$ cat src/rtl/resamp2x_if.sv
// resamp2x_if: sample-stream bundle between the ADC-rate source, the
// resampler and the clock-recovery stage.
//   dix/diy, iv        : signed I/Q input samples and their valid pulse
//   step, recip        : phase increment per input and floor(2^24/step)
//   adj, adjv          : one-shot signed phase adjustment and its strobe
//   slip               : strobe that inverts the half-symbol phase
//   dox/doy, ov, fv    : interpolated samples, output valid, final-sample flag
// The master modport drives the stream into the resampler; the slave modport
// is the resampler's view.
interface resamp2x_if;
  logic signed [7:0]  dix;
  logic signed [7:0]  diy;
  logic               iv;
  logic        [15:0] step;
  logic        [15:0] recip;
  logic signed [15:0] adj;
  logic               adjv;
  logic               slip;
  logic signed [7:0]  dox;
  logic signed [7:0]  doy;
  logic               ov;
  logic               fv;

  modport master (
    output dix, diy, iv, step, recip, adj, adjv, slip,
    input  dox, doy, ov, fv
  );

  modport slave (
    input  dix, diy, iv, step, recip, adj, adjv, slip,
    output dox, doy, ov, fv
  );
endinterface

$ cat src/rtl/resamp2x.sv
// resamp2x: fractional resampler producing two samples per symbol.
// A 16-bit phase accumulator advances by step (+ any pending adjustment) on
// every input; a carry out places an output between the two latest inputs,
// found by linear interpolation. Every second output is flagged with fv.
// Ports:
//   clk  : clock
//   rst  : synchronous, active-high reset; flushes the pipeline
//   bus  : resamp2x_if.slave (inputs dix/diy/iv/step/recip/adj/adjv/slip,
//          outputs dox/doy/ov/fv)
// Pipeline for an iv in cycle 0: accumulator/wrap in cycle 0, fraction
// multiply in cycle 1, interpolation multiply in cycle 2, ov visible in cycle 3.
// Build option: define RESAMP2X_ROUND_EN to round the interpolation half-up
// instead of truncating toward minus infinity.
module resamp2x (
  input logic        clk,
  input logic        rst,
  resamp2x_if.slave  bus
);

  logic        [15:0] acc_q;
  logic signed [7:0]  x0_q, x1_q, y0_q, y1_q;
  logic signed [15:0] pend_q;
  logic               h_q, h_d;

  // Stage 1: residual phase and wrap flag
  logic        [15:0] r_q;
  logic               v1_q, f1_q;
  // Stage 2: fraction
  logic        [7:0]  m_q;
  logic               v2_q, f2_q;
  // Output registers
  logic signed [7:0]  dox_q, doy_q;
  logic               ov_q, fv_q;

  logic signed [17:0] inc_raw;
  logic        [15:0] inc;
  logic        [16:0] sum;
  logic               wrap;
  logic        [15:0] frac16;
  logic        [7:0]  m_d;

  // y = a1 + ((a0 - a1) * m) >> 8, arithmetic shift. The result always lies
  // between a0 and a1, so keeping the low 8 bits of the sum is exact.
  function automatic logic signed [7:0] interp(input logic signed [7:0] a0,
                                               input logic signed [7:0] a1,
                                               input logic        [7:0] m);
    logic signed [8:0]  d;
    logic signed [16:0] p;
    logic signed [7:0]  q;
    d = {a0[7], a0} - {a1[7], a1};
    p = d * $signed({1'b0, m});
`ifdef RESAMP2X_ROUND_EN
    p = p + 17'sd128;
`else
    p = p + 17'sd0;
`endif
    q = 8'(p >>> 8);
    return a1 + q;
  endfunction

  always_comb begin
    inc_raw = $signed({2'b00, bus.step}) + $signed({{2{pend_q[15]}}, pend_q});
    // Clamp the adjusted increment to [0, 0xFFFF]
    if (inc_raw[17]) begin
      inc = 16'h0000;
    end else if (inc_raw[16]) begin
      inc = 16'hFFFF;
    end else begin
      inc = inc_raw[15:0];
    end
    sum  = {1'b0, acc_q} + {1'b0, inc};
    wrap = bus.iv & sum[16];

    // The half-symbol flag toggles per output; a slip inverts it afterwards
    h_d = h_q ^ wrap ^ bus.slip;

    frac16 = 16'(({16'd0, r_q} * {16'd0, bus.recip}) >> 16);
    m_d    = (frac16[15:8] != 8'd0) ? 8'hFF : frac16[7:0];
  end

  always_ff @(posedge clk) begin
    if (rst) begin
      acc_q  <= '0;
      x0_q   <= '0;
      x1_q   <= '0;
      y0_q   <= '0;
      y1_q   <= '0;
      pend_q <= '0;
      h_q    <= 1'b0;
      r_q    <= '0;
      v1_q   <= 1'b0;
      f1_q   <= 1'b0;
      m_q    <= '0;
      v2_q   <= 1'b0;
      f2_q   <= 1'b0;
      dox_q  <= '0;
      doy_q  <= '0;
      ov_q   <= 1'b0;
      fv_q   <= 1'b0;
    end else begin
      if (bus.iv) begin
        x0_q  <= x1_q;
        x1_q  <= bus.dix;
        y0_q  <= y1_q;
        y1_q  <= bus.diy;
        // Low 16 bits are sum - 0x10000 on a wrap and sum otherwise
        acc_q <= sum[15:0];
        r_q   <= sum[15:0];
        // A coincident strobe is kept for the following input
        pend_q <= bus.adjv ? bus.adj : 16'sd0;
      end else if (bus.adjv) begin
        pend_q <= bus.adj;
      end
      h_q  <= h_d;
      v1_q <= wrap;
      f1_q <= h_q;

      m_q  <= m_d;
      v2_q <= v1_q;
      f2_q <= f1_q;

      // Inputs are spaced at least 4 clocks, so x0/x1 are still this output's pair
      ov_q <= v2_q;
      if (v2_q) begin
        dox_q <= interp(x0_q, x1_q, m_q);
        doy_q <= interp(y0_q, y1_q, m_q);
        fv_q  <= f2_q;
      end
    end
  end

  assign bus.dox = dox_q;
  assign bus.doy = doy_q;
  assign bus.ov  = ov_q;
  assign bus.fv  = fv_q;

endmodule

$ cat src/flat_wrapper.sv
// flat-port wrapper written by rule: the top's interface ports become plain ports
module resamp2x_flat 
  (clk, rst, bus_dix, bus_diy, bus_iv, bus_step, bus_recip, bus_adj, bus_adjv, bus_slip, bus_dox, bus_doy, bus_ov, bus_fv);
  resamp2x_if bus_i ();
  input logic clk;
  input logic rst;
  input wire logic [$bits(bus_i.dix)-1:0] bus_dix;
  input wire logic [$bits(bus_i.diy)-1:0] bus_diy;
  input wire logic [$bits(bus_i.iv)-1:0] bus_iv;
  input wire logic [$bits(bus_i.step)-1:0] bus_step;
  input wire logic [$bits(bus_i.recip)-1:0] bus_recip;
  input wire logic [$bits(bus_i.adj)-1:0] bus_adj;
  input wire logic [$bits(bus_i.adjv)-1:0] bus_adjv;
  input wire logic [$bits(bus_i.slip)-1:0] bus_slip;
  output wire logic [$bits(bus_i.dox)-1:0] bus_dox;
  output wire logic [$bits(bus_i.doy)-1:0] bus_doy;
  output wire logic [$bits(bus_i.ov)-1:0] bus_ov;
  output wire logic [$bits(bus_i.fv)-1:0] bus_fv;
  assign bus_i.dix = bus_dix;
  assign bus_i.diy = bus_diy;
  assign bus_i.iv = bus_iv;
  assign bus_i.step = bus_step;
  assign bus_i.recip = bus_recip;
  assign bus_i.adj = bus_adj;
  assign bus_i.adjv = bus_adjv;
  assign bus_i.slip = bus_slip;
  assign bus_dox = bus_i.dox;
  assign bus_doy = bus_i.doy;
  assign bus_ov = bus_i.ov;
  assign bus_fv = bus_i.fv;
  resamp2x u_core (.clk(clk), .rst(rst), .bus(bus_i));
endmodule
$ cat config.mk
export PLATFORM = sky130hd
export DESIGN_NAME = resamp2x_flat
export DESIGN_NICKNAME = d
export VERILOG_FILES = /design/src/rtl/resamp2x_if.sv /design/src/rtl/resamp2x.sv /design/src/flat_wrapper.sv
export SDC_FILE = /design/constraint.sdc
export NUM_CORES = 1
export LEC_CHECK = 0
export ABC_AREA = 0
export BUFFER_PORTS_ARGS = -buffer_cell sky130_fd_sc_hd__buf_2
export CAP_MARGIN = 20
export CORE_ASPECT_RATIO = 0.6
export CORE_MARGIN = 5
export CORE_UTILIZATION = 53
export DETAILED_ROUTE_END_ITERATION = 12
export PLACE_DENSITY_LB_ADDON = 0.3
export RECOVER_POWER = 100
export SETUP_SLACK_MARGIN = 0.05
export SLEW_MARGIN = 15
export SYNTH_ARGS = -nofsm -noshare
export SYNTH_HDL_FRONTEND = slang
export SYNTH_SLANG_ARGS = --single-unit
$ cat constraint.sdc
create_clock -name clk -period 8.2 [get_ports clk]
set_clock_uncertainty 0.15 [all_clocks]
set_input_delay 1.23 -clock clk [delete_from_list [all_inputs] [get_ports clk]]
set_output_delay 1.23 -clock clk [all_outputs]
set_load 0.02 [all_outputs]
### Yosys cells after proc, flatten, opt, wreduce, memory -nomap -nowiden

Cells that the tools add are included.

| operators by class | value |
|---|---|
| $add $sub $neg | 6 |
| $mul | 3 |
| multiplexer cells | 6 |
| bitwise gates (word level) | 3 |
| reduce and logical (&&, ||, !) cells | 2 |

Operator list:

| cell | count |
|---|---|
| $mux 16 | 5 |
| $mul 16x16->32 | 1 |
| $mul 9x9->16 | 2 |
| $add 17x16->18 | 1 |
| $sub 8x8->9 | 2 |
| $add 16x16->17 | 1 |
| $add 8x8->8 | 2 |
| $mux 8 | 1 |
| $reduce_bool 8->1 | 1 |
| $reduce_bool 2->1 | 1 |
| $xor 1x1->1 | 2 |
| $and 1x1->1 | 1 |

| word-level totals | value |
|---|---|
| register bits | 95 |
| output and inout port bits | 18 |
| word-level logic and storage cells | 36 |

### Logic depth before layout (Yosys ltp)

Gate-level depths: netlist of run 1.

| depth | value |
|---|---|
| word-level depth | 7 |
| depth in mapped cells | 34 |

### Worst setup path before layout of run 1

OpenSTA, ideal clock, no wires.

| path | value |
|---|---|
| kind | input -> register |
| from | in bus_recip[1] |
| to | reg u_core.m_q[0] |
| setup time | 0.137 ns |
| data arrival time | 7.229 ns |
| slack | 0.684 ns |
| stages on the path | 21 |
| buffers on the path | 1 |
| cells stage by stage | clkbuf_1 nand2_1 fa_1 fa_1 fa_1 inv_1 fa_1 fa_1 inv_1 fa_1 inv_1 ha_1 a211oi_2 nand2_1 a2111oi_4 a21oi_2 o211a_1 or4_4 a221oi_2 nor4b_4 a21oi_1 |

| between the ends | value |
|---|---|
| cells in the longest elaborated chain, start to end | 3 |

Ends and longest elaborated chain:

| item | line | RTL |
|---|---|---|
| start: declaration | flat_wrapper.sv:11 | `input wire logic [$bits(bus_i.recip)-1:0] bus_recip;` |
| $mul 16x16->32 (*) | resamp2x.sv:77 | `frac16 = 16'(({16'd0, r_q} * {16'd0, bus.recip}) >> 16);` |
| $reduce_bool 8->1 | resamp2x.sv:78 | `m_d = (frac16[15:8] != 8'd0) ? 8'hFF : frac16[7:0];` |
| $mux 8 (*) | resamp2x.sv:78 |  |
| end signal: assignment | resamp2x.sv:118 | `m_q <= m_d;` |
| end: declaration | resamp2x.sv:29 | `logic [7:0] m_q;` |

Every way passes the cells marked *; elsewhere a longest branch is shown, timed or not.
A chain may end at the register's enable or synchronous reset.

### Final worst setup path of run 1

Ends and elaborated chain as after synthesis.

==> results of run 1 <==
## stage by stage
stage / instance area, um^2 / util, %
finish: 20300 / 57.8
detailed placement: 20000 / 56.9
global route: 20300 / 57.8
CTS: 20300 / 57.8
global placement: 20000 / 56.9
floorplan: 19000 / -
## final timing paths
kind                   from           endpoint  slack [ns]  depth (start not counted)
max            bus_recip[1]      u_core.m_q[0]        0.37                         22
min             u_core.f1_q        u_core.f2_q        0.30                          1
max reg2reg  u_core.y1_q[1]  u_core.bus.doy[7]        0.47                         33
min reg2reg     u_core.f1_q        u_core.f2_q        0.30                          1
## cell usage after synthesis, types with 3 or more instances
cell type,count
a211oi_1,11
a21boi_0,6
a21o_1,18
a21oi_1,78
and2_1,175
and3_1,7
buf_1,6
clkbuf_1,63
dfxtp_1,95
fa_1,307
ha_1,218
inv_1,450
mux2i_1,54
nand2_1,232
nand2b_1,23
nand3_1,16
nand3b_1,3
nand4_1,4
nor2_1,126
nor2b_1,35
nor3_1,19
nor3b_1,16
nor4_1,3
o2111ai_1,3
o211ai_1,6
o21a_1,9
o21ai_0,40
o21bai_1,15
o22ai_1,9
o31ai_1,7
or2_2,5
or3_1,8
xnor2_1,70
xor2_1,17
## worst max-delay path, cell delays in order
cell       delay, ns
clkbuf_2        0.29
nand2_1         0.14
fa_1            0.53
fa_1            0.61
inv_1           0.08
fa_1            0.48
fa_1            0.50
fa_1            0.49
inv_1           0.05
fa_1            0.48
inv_1           0.04
ha_1            0.33
a2111oi_0       0.50
nor2_1          0.08
a2bb2oi_1       0.28
nand2_1         0.11
o211a_1         0.27
or4_1           0.51
a221oi_2        0.24
nor4b_1         0.28
clkbuf_2        0.27
a21oi_1         0.09
## state kept, by name, indices dropped and copies added, names as in the netlist
| register | count |
|---|---|
| u_core.v1_q | 1 |
| u_core.x0_q | 8 |
| u_core.pend_q | 16 |
| u_core.r_q | 16 |
| u_core.bus.dox | 8 |
| u_core.h_q | 1 |
| u_core.bus.ov | 1 |
| u_core.x1_q | 8 |
| u_core.bus.fv | 1 |
| u_core.bus.doy | 8 |
| u_core.y1_q | 8 |
| u_core.m_q | 8 |
| u_core.f1_q | 1 |
| u_core.y0_q | 8 |
| u_core.v2_q | 1 |
| u_core.f2_q | 1 |
## logic make-up (layout without fill, tap and decap cells)
family | after synthesis | in the layout | synth area share [%]
xor gates and xnor gates | 87 | 87 | 4.02
and+or+nand+nor | 682 | 682 | 17.9
other | 0 | 1 | 0
DFF | 95 | 95 | 10.0
adders and majority gates | 525 | 525 | 46.8
buffers and inverters | 520 | 588 | 10.3
muxes | 55 | 55 | 2.91
AOI/OAI and AO/OA | 234 | 234 | 8.06
## routing by layer
layer | share of wire, % | global-route usage (%) | vias up
met5 | 0 | 0 | -
met1 | 49 | 38.3 | 7205
li1 | - | - | 6947
met3 | 8.7 | 6.06 | 39
met4 | 1.3 | 4.19 | 0
met2 | 41 | 35.9 | 474
## what timing repair did
| action | 4_1_cts | 5_1_grt |
|---|---|---|
| setup endpoints to repair | 0 | 8 |
| resized for setup | 0 | 15 |
| buffers inserted | 0 | 1 |
## cell type report
type	count	share of cell area, %
clock buffer	10	1.18
tap	467	2.88
sequential	95	9.37
clock inverter	6	0.444
antenna	1	0.0123
multi-input combinational	1583	74.5
inverter	450	8.32
timing repair buffer	122	3.30
==> out/metrics.csv, run 1 <==
metric,value,unit
syn_area,19000,um^2
synth_area_leaders,"fa_1, ha_1, dfxtp_1, inv_1, and2_1",
final_cell_mix,"inv_1, fa_1, nand2_1",
path_max_fanout,16,
drc_errors,0,
n_fill_cell,3146,
rsz0062_at_grt,yes,
dp_hpwl,39300,um
grt_remaining_overflow,0,
grt_pass1_vias,15100,
initial_core_util,54.0,%
setup_violations,0,
avgSynthCellArea,8.63,um^2
clock-sinks,95,
htree_levels,3,
path_clk_slew,0.07,ns
fin_cells,2734,
cts_hold_buf,0,
crit_type,input port to register,
synth_edf_count,0,
nNetsFinal,2855,
multi_input_area,15100,um^2
cts_max_path_buffers,2,
dr.first_iter.drc_count,1077,
clock_latency,0.38,ns
critPathArrivalTime,7.88,ns
regArea,1900,um^2
synth.yosys.seq_area_share,10.0,%
root_buffer,clkbuf_16,
grt_max_degree,94,
antenna_found_initial,0,
required,8.26,ns
cap_viol_max_count,1,
ys_warn_count,0,
synth_ff_type,dfxtp_1,
wl_per_cell,17.5,um
synth_cells,2198,
gp_congestion,0.916,
drive_gt1_share,6.18,%
firstDrtPassIters,5,
crit_path_start_kind,input port,
dieArea,39800,um^2
grt_usage,24.8,%
io_pins,87,
slew_viol_final,50,
numPlacedInstances,2716,
synth_top_area_share,32.4,%
rows,53,
slew_headroom,-138,%
max_slew.worst_pin.slew,3.57,ns
fin_setup_tns,0,ns
timing_hold_violations_final,0,
cp-end-kind,register,
min_period_over_period,95.4,%
synth_nets,2792,
ant_nets,0,
hold_slack,0.298,ns
period_needed,7.83,ns
core-area,35100,um^2
layout_commonest_cell,inv_1,
min_path_type,register to register,
area_delta_synth_final,7.07,%
max_freq,128,MHz
synth-seq-cells,95,
yosysTopAreaCell,fa_1,
die_h,157,um
die_w,254,um
drt_wl_total,47800,um
cts_tree,yes,
via_per_inst,5.36,
finalWorstSetupSlack,0.375,ns
violations,"capacitance limit, slew limit",
vias,14700,
async_flop_share,0,%
status,finished with violations,
numCtsBuffers,9,
synthDistinctLibCells,67,
portBuffers,86,
grt_pass1_wl,78800,um
dp_slack,0.174,ns
Power of run 1 is left out: the tool's default activity adds up to more than one toggle a clock period on the data nets, which glitch-free logic cannot reach.
==> inputs of run 2 (changes only) <==
- ABC_AREA: 0 -> 1
==> out/metrics.csv, run 2 <==
metric,value,unit,change
clock-sinks,95,,unchanged
dieArea,42400,um^2,was 39800 um^2
wl_per_cell,16.6,um,was 17.5 um
violations,"capacitance limit, slew limit",,unchanged
reg_top3,"u_core.pend_q (16), u_core.r_q (16)",,unchanged
period_needed,7.54,ns,was 7.83 ns
n_fill_cell,3598,,was 3146
synth_top_area_share,30.3,%,was 32.4%
io_pins,87,,unchanged
synth_edf_count,0,,unchanged
dp_hpwl,46700,um,was 39300 um
min_path_type,register to register,,unchanged
numCtsBuffers,9,,unchanged
path_max_fanout,16,,unchanged
core-area,37800,um^2,was 35100 um^2
regArea,1900,um^2,about the same
syn_area,20300,um^2,was 19000 um^2
die_w,263,um,was 254 um
grt_max_degree,57,,was 94
critPathArrivalTime,7.65,ns,was 7.88 ns
drc_errors,0,,unchanged
portBuffers,86,,unchanged
grt_usage,26.9,%,was 24.8%
grt_pass1_wl,92500,um,was 78800 um
synth.yosys.seq_area_share,9.37,%,was 10.0%
slowest_stage,clkbuf_1,,was fa_1
synth-seq-cells,95,,unchanged
layout_commonest_cell,inv_1,,unchanged
async_flop_share,0,%,unchanged
area_delta_synth_final,4.76,%,was 7.07%
cp-end-kind,register,,unchanged
max_slew.worst_pin.slew,2.46,ns,was 3.57 ns
synth_ff_type,dfxtp_1,,unchanged
crit_path_start_kind,input port,,unchanged
status,finished with violations,,unchanged
multi_input_area,15100,um^2,about the same
yosysTopAreaCell,fa_1,,unchanged
slew_viol_final,149,,was 50
synth_cells,2848,,was 2198
synth_area_leaders,"fa_1, inv_1, ha_1, nand2_1, dfxtp_1",,"was fa_1, ha_1, dfxtp_1, inv_1, and2_1"
required,8.31,ns,was 8.26 ns
min_period_over_period,91.9,%,was 95.4%
firstDrtPassIters,5,,unchanged
cpMostUsedCell,nand2_1,,was fa_1
timing_hold_violations_final,0,,unchanged
rsz0062_at_grt,no,,was yes
htree_levels,3,,unchanged
clock_latency,0.38,ns,about the same
r2r-start,u_core.y1_q[2],,was u_core.y1_q[1]
crit_type,input port to register,,unchanged
via_per_inst,5.13,,was 5.36
ys_warn_count,0,,unchanged
ant_nets,0,,unchanged
setup_violations,0,,unchanged
gp_congestion,0.979,,was 0.916
dr.first_iter.drc_count,1489,,was 1077
root_buffer,clkbuf_16,,unchanged
antenna_found_initial,1,,was 0
synth_nets,3442,,was 2792
drt_wl_total,56100,um,was 47800 um
slowest_delay,0.72,ns,was 0.61 ns
avgSynthCellArea,7.12,um^2,was 8.63 um^2
synth_common_cells,"inv_1, nand2_1, fa_1, ha_1, nor2_1",,"was inv_1, fa_1, nand2_1, ha_1, and2_1"
grt_remaining_overflow,0,,unchanged
drive_gt1_share,4.45,%,was 6.18%
slew_headroom,-64.3,%,was -138%
cts_setup_buffers,0,,unchanged
cts_tree,yes,,unchanged
max_freq,133,MHz,was 128 MHz
startpoint,bus_recip[3],,was bus_recip[1]
cts_max_path_buffers,2,,unchanged
rows,55,,was 53
grt_pass1_vias,17400,,was 15100
min_from,u_core.f1_q,,unchanged
vias,17300,,was 14700
synthDistinctLibCells,49,,was 67
final_cell_mix,"inv_1, nand2_1, fa_1",,"was inv_1, fa_1, nand2_1"
nNetsFinal,3446,,was 2855
post-synth-top-count-cell,inv_1,,unchanged
initial_core_util,53.7,%,was 54.0%
die_h,162,um,was 157 um
fin_setup_tns,0,ns,unchanged
path_clk_slew,0.08,ns,was 0.07 ns
cap_viol_max_count,4,,was 1
## run 2: changes by cell type after synthesis, sizes merged, moves of 23 or more
cell    before  now
and2       175    0
nor2       126  214
nand2      232  687
inv        450  758
nor2b       35    0
xor2        17   40
o21ai       40   91
mux2i       54    0
xnor2       70   30
clkbuf      63   90
a21oi       79  147
nand2b      23    0
nand3       16   79
## run 2: path summary, 6_finish.rpt
path / endpoint / slack, ns / depth (start not counted)
setup / recovery: u_core.m_q[2] / 0.66 / 26
hold / removal: u_core.f2_q / 0.25 / 2
hold reg to reg: u_core.f2_q / 0.25 / 2
setup reg to reg: u_core.bus.doy[7] / 0.69 / 40
## run 2: worst max-delay path: cells and delay by family
| kind | cells | cell delay (ns) |
|---|---|---|
| simple gates | 14 | 1.93 |
| fa+ha+maj | 7 | 3.53 |
| buf+inv | 5 | 0.95 |
## run 2: cell type report
cell class | count | share of cell area (%)
inverter | 759 | 13.4
timing repair buffer | 95 | 2.17
antenna | 1 | 0.0118
sequential | 95 | 8.95
tap | 513 | 3.02
multi-input combinational | 1892 | 71.0
clock buffer | 9 | 1.06
clock inverter | 7 | 0.406
## run 2: stage by stage
step           worst slack (ns)  cells  util [%]  hold slack (ns)  cell area, um^2
2_1_floorplan              1.53   2848         -            0.238            20300
3_3_place_gp              0.686   3354      55.7            0.242            21000
3_5_place_dp              0.453   3354      55.7            0.242            21000
4_1_cts                   0.439   3370      56.5            0.253            21300
5_1_grt                  0.0748   3371      56.3            0.261            21300
6_report                  0.660   3371      56.3            0.253            21300
## run 2: timing repair
action	4_1_cts	5_1_grt
setup endpoints to repair	0	3
gates resized for setup	0	3
hold buffers	0	0
## run 2: kinds of logic after synthesis
family	count (synthesis)	share of synthesized area [%]
simple gates	1022	20.3
flops	95	9.37
xor+xnor	70	3.15
fa+ha+maj	525	43.7
compound gates	275	7.37
buf+inv	861	16.0
## run 2: metal layers
layer | up-vias | wire, um | track usage (%)
met2 | 661 | 21400 | 36.8
li1 | 8376 | - | -
met5 | - | 0 | 0
met3 | 61 | 6290 | 8.59
met1 | 8191 | 27700 | 41.9
met4 | 0 | 760 | 4.39
Power of run 2 is left out for the same reason.
